===== config.mk =====
export PLATFORM = sky130hd
export DESIGN_NAME = ifu_fetch_ctrl
export DESIGN_NICKNAME = d
export VERILOG_FILES = /design/src/rtl/ifu_fetch_ctrl_pkg.sv /design/src/rtl/ifu_fetch_ctrl.sv
export SDC_FILE = /design/constraint.sdc
export NUM_CORES = 1
export LEC_CHECK = 0
export BUFFER_PORTS_ARGS = -buffer_cell sky130_fd_sc_hd__clkbuf_2
export CELL_PAD_IN_SITES_DETAIL_PLACEMENT = 2
export CELL_PAD_IN_SITES_GLOBAL_PLACEMENT = 2
export CORE_AREA = 5 5 182 184
export DETAILED_ROUTE_END_ITERATION = 7
export DIE_AREA = 0 0 187 189
export GPL_TIMING_DRIVEN = 0
export PLACE_DENSITY = 0.9
export SYNTH_ARGS = -nofsm -noshare
export SYNTH_HDL_FRONTEND = slang
export SYNTH_SLANG_ARGS = --single-unit

===== constraint.sdc =====
create_clock -name clk -period 4.1 [get_ports clk]
set_input_delay 0.41 -clock clk [delete_from_list [all_inputs] [get_ports clk]]
set_output_delay 0.41 -clock clk [all_outputs]
set_load 0.03 [all_outputs]

===== src/rtl/ifu_fetch_ctrl_pkg.sv =====
// Shared types and constants for the instruction-fetch controller.
// The state encoding, default reset PC and the zero instruction live here.
package ifu_fetch_ctrl_pkg;

   localparam int unsigned XLEN_DEFAULT     = 64;
   localparam logic [63:0] RESET_PC_DEFAULT = 64'h8000_0000;
   localparam logic [31:0] INST_ZERO        = 32'h0000_0000;

   typedef enum logic [1:0] {
      StReq  = 2'd0,
      StWait = 2'd1,
      StOut  = 2'd2
   } fetch_state_e;

   // A faulting fetch never forwards whatever the bus put on the data lines.
   function automatic logic [31:0] fault_masked_inst(input logic        err,
                                                     input logic [31:0] data);
      return err ? INST_ZERO : data;
   endfunction

endpackage


===== src/rtl/ifu_fetch_ctrl.sv =====
// Instruction-fetch controller: owns the PC, keeps one instruction-memory request in
// flight and hands each fetched word plus its PC to decode over valid/ready.
module ifu_fetch_ctrl
   import ifu_fetch_ctrl_pkg::*;
#(
   parameter int unsigned     XLEN     = XLEN_DEFAULT,
   parameter logic [XLEN-1:0] RESET_PC = XLEN'(RESET_PC_DEFAULT)
) (
   input  logic            clk,
   input  logic            rst,

   output logic            imem_req_valid,
   output logic [XLEN-1:0] imem_req_addr,
   input  logic            imem_req_ready,
   input  logic            imem_rsp_valid,
   input  logic [31:0]     imem_rsp_data,
   input  logic            imem_rsp_err,

   output logic            out_valid,
   output logic [31:0]     out_inst,
   output logic [XLEN-1:0] out_pc,
   output logic            out_fault,
   input  logic            out_ready,

   input  logic            redirect_valid,
   input  logic [XLEN-1:0] redirect_pc,

   output logic [31:0]     fetch_cnt
);

   fetch_state_e    state_q;
   logic [XLEN-1:0] pc_q;
   logic            drop_q;
   logic [31:0]     inst_q;
   logic [XLEN-1:0] out_pc_q;
   logic            fault_q;
   logic [31:0]     cnt_q;

   logic [XLEN-1:0] redirect_tgt;
   logic            unused_redirect_lsbs;

   assign redirect_tgt         = {redirect_pc[XLEN-1:2], 2'b00};
   assign unused_redirect_lsbs = ^redirect_pc[1:0];

   always_ff @(posedge clk) begin
      if (rst) begin
         state_q  <= StReq;
         pc_q     <= {RESET_PC[XLEN-1:2], 2'b00};
         drop_q   <= 1'b0;
         inst_q   <= INST_ZERO;
         out_pc_q <= RESET_PC;
         fault_q  <= 1'b0;
         cnt_q    <= 32'd0;
      end else begin
         unique case (state_q)
            StReq: begin
               // A redirect racing the accept lets the old request go out but marks its
               // response for discard; without the accept only the address moves.
               if (imem_req_ready) begin
                  state_q <= StWait;
                  drop_q  <= redirect_valid;
               end
               if (redirect_valid) begin
                  pc_q <= redirect_tgt;
               end
            end

            StWait: begin
               if (imem_rsp_valid) begin
                  drop_q <= 1'b0;
                  if (drop_q || redirect_valid) begin
                     state_q <= StReq;
                  end else begin
                     inst_q   <= fault_masked_inst(imem_rsp_err, imem_rsp_data);
                     fault_q  <= imem_rsp_err;
                     out_pc_q <= pc_q;
                     state_q  <= StOut;
                  end
               end else if (redirect_valid) begin
                  drop_q <= 1'b1;
               end
               if (redirect_valid) begin
                  pc_q <= redirect_tgt;
               end
            end

            StOut: begin
               if (out_ready) begin
                  cnt_q <= cnt_q + 32'd1;
               end
               if (redirect_valid) begin
                  pc_q    <= redirect_tgt;
                  state_q <= StReq;
               end else if (out_ready) begin
                  pc_q    <= pc_q + XLEN'(4);
                  state_q <= StReq;
               end
            end

            default: begin
               state_q <= StReq;
            end
         endcase
      end
   end

   // The request is held low while reset is applied even though the state is already StReq.
   assign imem_req_valid = (state_q == StReq) && !rst;
   assign imem_req_addr  = pc_q;

   assign out_valid = (state_q == StOut);
   assign out_inst  = inst_q;
   assign out_pc    = out_pc_q;
   assign out_fault = fault_q;
   assign fetch_cnt = cnt_q;

endmodule


==> flow_summary.json, run 1 <==
{
  "ys.flop_type": "dfxtp_1",
  "grtUsageMet3": 0.0623,
  "overflow": 0,
  "required_ps": 4470,
  "io_pins": 298,
  "insertion_delay_ps": 460,
  "synth-edff-count": 0,
  "p_clk_frac": 0.428,
  "postCtsHoldBufs": 0,
  "fillerInstances": 3726,
  "startpoint_type": "flop",
  "max_freq_ghz": 0.295,
  "gp_congestion": 0.907,
  "yosysSeqAreaShare": 0.416,
  "drv_cap": 0,
  "arrival_ps": 3760,
  "cts_setup_buffers": 0,
  "seqCellArea_um2": 3840,
  "clkSlewWorstSetupHoldPaths_ps": 90,
  "setup_viol": 0,
  "tns_ps": 0,
  "multi_input_area_um2": 4950,
  "slew_viol_final": 0,
  "cts.root.buffer_cell": "clkbuf_16",
  "drive_gt1_frac": 0.228,
  "ys_ff_latch": 192,
  "async_reset_ff_frac": 0,
  "firstDrtPassIters": 7,
  "avgRoutedWirePerCell_um": 24.3,
  "dieArea_um2": 35300,
  "holdWs_ps": 199,
  "drt-initial-drc-count": 715,
  "p_int_mw": 3.06,
  "power_frac_comb": 0.115,
  "via_per_inst": 5.72,
  "p_leak_nw": 4.56,
  "cts_tree": "yes",
  "p_sw_mw": 1.32,
  "synth_top_area_share": 0.416,
  "initial_utilization": 0.296,
  "fin_skew_ps": 24.2,
  "slew-limit-headroom": 0.196,
  "ys_warn_count": 0,
  "grt_max_degree": 19,
  "cts.sinks": 192,
  "power_frac_seq": 0.457,
  "design_area_um2": 11800,
  "crit_path_max_fanout": 9,
  "switching_share": 0.301,
  "busiest_layer": "met2",
  "syn_avg_cell_area_um2": 7.69,
  "hpwl_um": 35800,
  "synthCells": 1201,
  "antenna_found_initial": 2,
  "power.density_nw_per_um2": 371,
  "coreArea_um2": 31200,
  "row_count": 65,
  "postRouteAntennaNets": 0,
  "worstMarginPinSlew_ps": 1210,
  "die_h_um": 189,
  "finalHoldViolations": 0,
  "rsz0062_at_grt": "no",
  "cp-end-kind": "flop",
  "period_share": 0.826,
  "htreeDepth": 4,
  "yosys.area.top_type": "dfxtp_1",
  "ir_drop_mv": 0.282,
  "via_count": 11000,
  "cts_max_path_buffers": 2,
  "grt_pass1_vias": 11700,
  "nets": 1617,
  "gr-usage-met2": 0.447,
  "drc_errors": 0,
  "cts_resized": 0,
  "synth_area_leaders": "dfxtp_1, nand2_1, a21oi_1, clkbuf_1, nand3_1",
  "syn_area_um2": 9240,
  "post_dp_cell_area_um2": 11200,
  "layout_min_cycle_time_ps": 3390,
  "path_class": "reg -> reg",
  "synth_cell_types": 69,
  "grt_usage": 0.257,
  "wirelength_um": 46800,
  "area_delta_synth_final_pct": 28.0,
  "hold_class": "in -> reg",
  "numCtsBuffers": 17,
  "status": "finished clean",
  "grt_pass1_wl_um": 71400,
  "port_buffers": 289,
  "met1_usage": 0.310,
  "die_x_um": 187
}
[cells in the mapped netlist (3+ instances only)]
cell type,n
nand2_1,239
o21a_1,3
a31oi_1,14
a22o_1,3
or4_1,12
o311ai_0,6
nor2_1,61
inv_1,13
o211ai_1,13
a21oi_1,144
clkbuf_1,81
xnor2_1,14
buf_4,4
o22ai_1,5
o2111ai_1,3
and2_1,8
a41oi_1,4
o31ai_1,6
nor3b_1,4
mux2i_1,4
xor2_1,7
and2_0,5
dfxtp_1,192
a21o_1,7
nand3b_1,33
a211oi_1,10
a311oi_1,6
a32o_1,3
nand4_1,28
buf_1,7
nor3_1,29
o21ai_0,43
a22oi_1,5
buf_2,9
or3_1,20
nor4_1,15
nand3_1,52
and3_1,29
and4_1,21
[metal layers]
layer  wire (um)  share of wire  vias up
met5           0              0        -
li1            -              -     4938
met3        3550          0.076       96
met1       19100           0.41     5487
met2       22700           0.49      501
met4        1490          0.032        0
[power by group through the flow]
| stage | combinational [mW] | sequential [mW] | clock [mW] |
|---|---|---|---|
| 2_1_floorplan | 0.190 | 2.11 | 0 |
| 6_report | 0.505 | 2.00 | 1.88 |
| 3_3_place_gp | 0.485 | 2.04 | 0 |
| 5_1_grt | 0.537 | 2.01 | 1.97 |
| 4_1_cts | 0.504 | 2.00 | 1.89 |
| 3_5_place_dp | 0.500 | 2.04 | 0 |
[per-stage QoR]
stage | utilization | worst slack [ps] | std cells | power [mW]
6_report | 0.379 | 715 | 1928 | 4.38
3_5_place_dp | 0.359 | 841 | 1895 | 2.54
4_1_cts | 0.379 | 767 | 1927 | 4.40
2_1_floorplan | - | 1510 | 1204 | 2.30
5_1_grt | 0.379 | 500 | 1928 | 4.51
3_3_place_gp | 0.359 | 877 | 1895 | 2.52
[cell usage in the layout (no fill, tap or decap), types with 5 or more instances in the layout]
master,n
o31ai_1,6
nand3_1,52
and2_1,8
a31oi_1,14
nand2_1,239
xor2_1,7
inv_6,8
nor2_1,61
clkbuf_16,17
a21oi_1,144
o211ai_1,13
o311ai_0,6
a22oi_1,5
clkbuf_1,81
a311oi_1,6
and2_0,5
inv_1,13
xnor2_1,14
clkbuf_2,289
and3_1,29
buf_2,9
a211oi_1,10
nor4_1,15
a21o_1,7
or3_1,20
buf_1,7
nand3b_1,33
nand4_1,28
or4_1,12
and4_1,21
nor3_1,29
o22ai_1,5
o21ai_0,43
dfxtp_1,192
[worst max-delay path: stages (launching register included)]
cell and delay (ps):
dfxtp_1 510, ha_1 290, nand4_1 270, nor4_2 810
nand4_1 590, or4_1 660, a31oi_1 160
[sequential cells by signal (all words and copies together), names as in the netlist]
signal and flops:
imem_req_addr 62, drop_q 1, fetch_cnt 32, out_fault 1
state_q 2, out_pc 62, out_inst 32
[logic make-up (layout without fill, tap and decap cells)]
logic type      Yosys count  after routing  synth area share
flops                   192            192             0.416
fa+ha+maj                 2              2           0.00271
mux                       5              5           0.00555
buf+inv                 114            435            0.0492
other cells               1              5          0.000406
compound gates          295            295             0.194
xor+xnor                 21             21            0.0199
simple gates            571            571             0.312
[cell type report]
| cell class | instances | share of cell area |
|---|---|---|
| multi-input cells | 898 | 0.419 |
| flip-flops and latches | 192 | 0.325 |
| repair buffers | 289 | 0.122 |
| well taps | 402 | 0.0425 |
| clock buffers | 18 | 0.0371 |
| plain buffers | 101 | 0.0343 |
| clock inverters | 14 | 0.0158 |
| inverters | 13 | 0.00413 |
| diodes | 1 | 0.000212 |
[path summary, 6_finish.rpt]
| check | startpoint | to | slack, ps | depth (start not counted) |
|---|---|---|---|---|
| worst min register to register | out_pc[3] | out_pc[3] | 460 | 2 |
| worst max register to register | imem_req_addr[2] | imem_req_addr[56] | 710 | 6 |
| worst max-delay path | imem_req_addr[2] | imem_req_addr[56] | 710 | 6 |
| worst min-delay path | redirect_pc[3] | imem_req_addr[3] | 200 | 3 |
(Power assumes the default switching activity.)
==> run 2, diff against run 1 <==
--- a/config.mk
+++ b/config.mk
@@ -8,11 +8,11 @@
 export BUFFER_PORTS_ARGS = -buffer_cell sky130_fd_sc_hd__clkbuf_2
 export CELL_PAD_IN_SITES_DETAIL_PLACEMENT = 2
 export CELL_PAD_IN_SITES_GLOBAL_PLACEMENT = 2
-export CORE_AREA = 5 5 182 184
+export CORE_AREA = 5 5 188 190
 export DETAILED_ROUTE_END_ITERATION = 7
-export DIE_AREA = 0 0 187 189
+export DIE_AREA = 0 0 193 195
 export GPL_TIMING_DRIVEN = 0
-export PLACE_DENSITY = 0.9
+export PLACE_DENSITY = 0.85
 export SYNTH_ARGS = -nofsm -noshare
 export SYNTH_HDL_FRONTEND = slang
 export SYNTH_SLANG_ARGS = --single-unit
==> constraint.sdc (replaced) <==
create_clock -name clk -period 3.45 [get_ports clk]
set_input_delay 0.345 -clock clk [delete_from_list [all_inputs] [get_ports clk]]
set_output_delay 0.345 -clock clk [all_outputs]
set_load 0.03 [all_outputs]
==> flow_summary.json, run 2 (synthesis gave the netlist of run 1 again) <==
{
  "status": "finished clean",
  "worstMarginPinSlew_ps": 1130,
  "insertion_delay_ps": 460,
  "postRouteAntennaNets": 0,
  "layout_common_cells": "clkbuf_2, nand2_1, dfxtp_1",
  "tns_ps": 0,
  "p_sw_mw": 1.58,
  "cp_slowest_stage_delay_ps": 680,
  "ir_drop_mv": 0.360,
  "p_leak_nw": 4.57,
  "drt-initial-drc-count": 601,
  "place_inst": 1941,
  "power.density_nw_per_um2": 427,
  "grt_max_degree": 20,
  "crit_chain": "ha_1 > nand4_1 > nor4_1 > nand4_1 > clkbuf_1 > o311ai_0",
  "htreeDepth": 4,
  "via_count": 10900,
  "slew-limit-headroom": 0.244,
  "cts_setup_buffers": 0,
  "top_layer": "met5",
  "setup_viol": 0,
  "antenna_found_initial": 3,
  "p_clk_frac": 0.412,
  "wl_met2_um": 23400,
  "area_delta_synth_final_pct": 28.4,
  "layout_commonest_cell": "clkbuf_2",
  "num_antenna_cells": 0,
  "wl_met3_um": 3700,
  "critPathBufInv": 1,
  "power_frac_comb": 0.119,
  "path_class": "reg -> reg",
  "row_count": 67,
  "die_h_um": 195,
  "slew_viol_final": 0,
  "multi_input_area_um2": 4960,
  "grt_pass1_wl_um": 70900,
  "critPathTopFamily": "simple AND/OR/NAND/NOR gates",
  "wl_met1_um": 19200,
  "cts.sinks": 192,
  "power_frac_seq": 0.470,
  "required_ps": 3740,
  "cts.root.buffer_cell": "clkbuf_16",
  "finalHoldViolations": 0,
  "slowest_stage": "nor4_1",
  "layout_min_cycle_time_ps": 3220,
  "hpwl_um": 36200,
  "grt_pass1_vias": 11600,
  "cts_tree": "yes",
  "cts_max_path_buffers": 2,
  "dieArea_um2": 37600,
  "hold_class": "in -> reg",
  "io_pins": 298,
  "initial_utilization": 0.278,
  "gp_congestion": 0.892,
  "wirelength_um": 47500,
  "fillerInstances": 3971,
  "cp-end-kind": "flop",
  "final_cells": 1973,
  "grt_usage": 0.245,
  "nets": 1617,
  "rsz0062_at_grt": "no",
  "overflow": 0,
  "port_buffers": 289,
  "arrival_ps": 3500,
  "via_per_inst": 5.53,
  "die_x_um": 193,
  "p_int_mw": 3.49,
  "drv_cap": 0,
  "cpMostUsedCell": "nand4_1",
  "avgRoutedWirePerCell_um": 24.1,
  "seqCellArea_um2": 3840,
  "startpoint_type": "flop",
  "drive_gt1_frac": 0.228,
  "numCtsBuffers": 17,
  "postCtsHoldBufs": 0,
  "coreArea_um2": 33300,
  "fin_skew_ps": 14.6,
  "max_freq_ghz": 0.311,
  "crit_path_max_fanout": 10,
  "clkSlewWorstSetupHoldPaths_ps": 90,
  "period_share": 0.933,
  "firstDrtPassIters": 5,
  "switching_share": 0.311,
  "drc_errors": 0
}
run 2: cell count changes in the layout (fill, tap and decap cells not counted), sizes merged:
cell	change
diode	-1
inv	+1
clkinv	+3
bufinv	-2
clkinvlp	-2
run 2: worst paths after layout:
check,slack (ps),startpoint,depth (start not counted),endpoint
worst max-delay path,230,imem_req_addr[2],6,imem_req_addr[48]
worst min-delay path,130,redirect_pc[43],3,imem_req_addr[43]
worst max register to register,230,imem_req_addr[2],6,imem_req_addr[48]
worst min register to register,460,out_pc[33],2,out_pc[33]
run 2: power by group through the flow:
stage | clock network, mW | registers (mW) | logic [mW]
global placement | 0 | 2.42 | 0.583
finish | 2.09 | 2.38 | 0.603
CTS | 2.12 | 2.38 | 0.602
detailed placement | 0 | 2.43 | 0.598
global route | 2.23 | 2.39 | 0.642
floorplan | 0 | 2.50 | 0.226
run 2: tightest hold or removal path, cell delays in order:
cell,delay [ps]
clkbuf_2,80
nand2_1,50
a31oi_1,60
run 2: cell type report:
cell class / count / share of cell area
inverter: 13 / 0.00411
sequential: 192 / 0.324
clock buffer: 18 / 0.0362
clock inverter: 14 / 0.0136
timing repair buffer: 289 / 0.122
buffer: 101 / 0.0342
multi-input combinational: 898 / 0.419
tap: 448 / 0.0473
run 2: stage by stage:
| stage | utilization | power (mW) | hold WS, ps | area, um^2 | worst slack (ps) |
|---|---|---|---|---|---|
| 2_1_floorplan | - | 2.73 | 495 | 9250 | 860 |
| 3_3_place_gp | 0.338 | 3.01 | 437 | 11300 | 235 |
| 3_5_place_dp | 0.338 | 3.03 | 447 | 11300 | 154 |
| 4_1_cts | 0.356 | 5.10 | 112 | 11800 | 112 |
| 5_1_grt | 0.356 | 5.26 | 119 | 11900 | 191 |
| 6_report | 0.356 | 5.07 | 131 | 11900 | 232 |
run 2: what timing repair did:
| action | CTS | global route |
|---|---|---|
| resized for setup | 0 | 2 |
| hold endpoints to repair | 0 | 0 |
| endpoints found under the setup margin | 0 | 2 |
run 2: metal layers:
| layer | track usage | vias to the layer above |
|---|---|---|
| li1 | - | 4942 |
| met5 | 0 | - |
| met3 | 0.0686 | 84 |
| met4 | 0.0666 | 6 |
| met1 | 0.293 | 5453 |
| met2 | 0.429 | 430 |
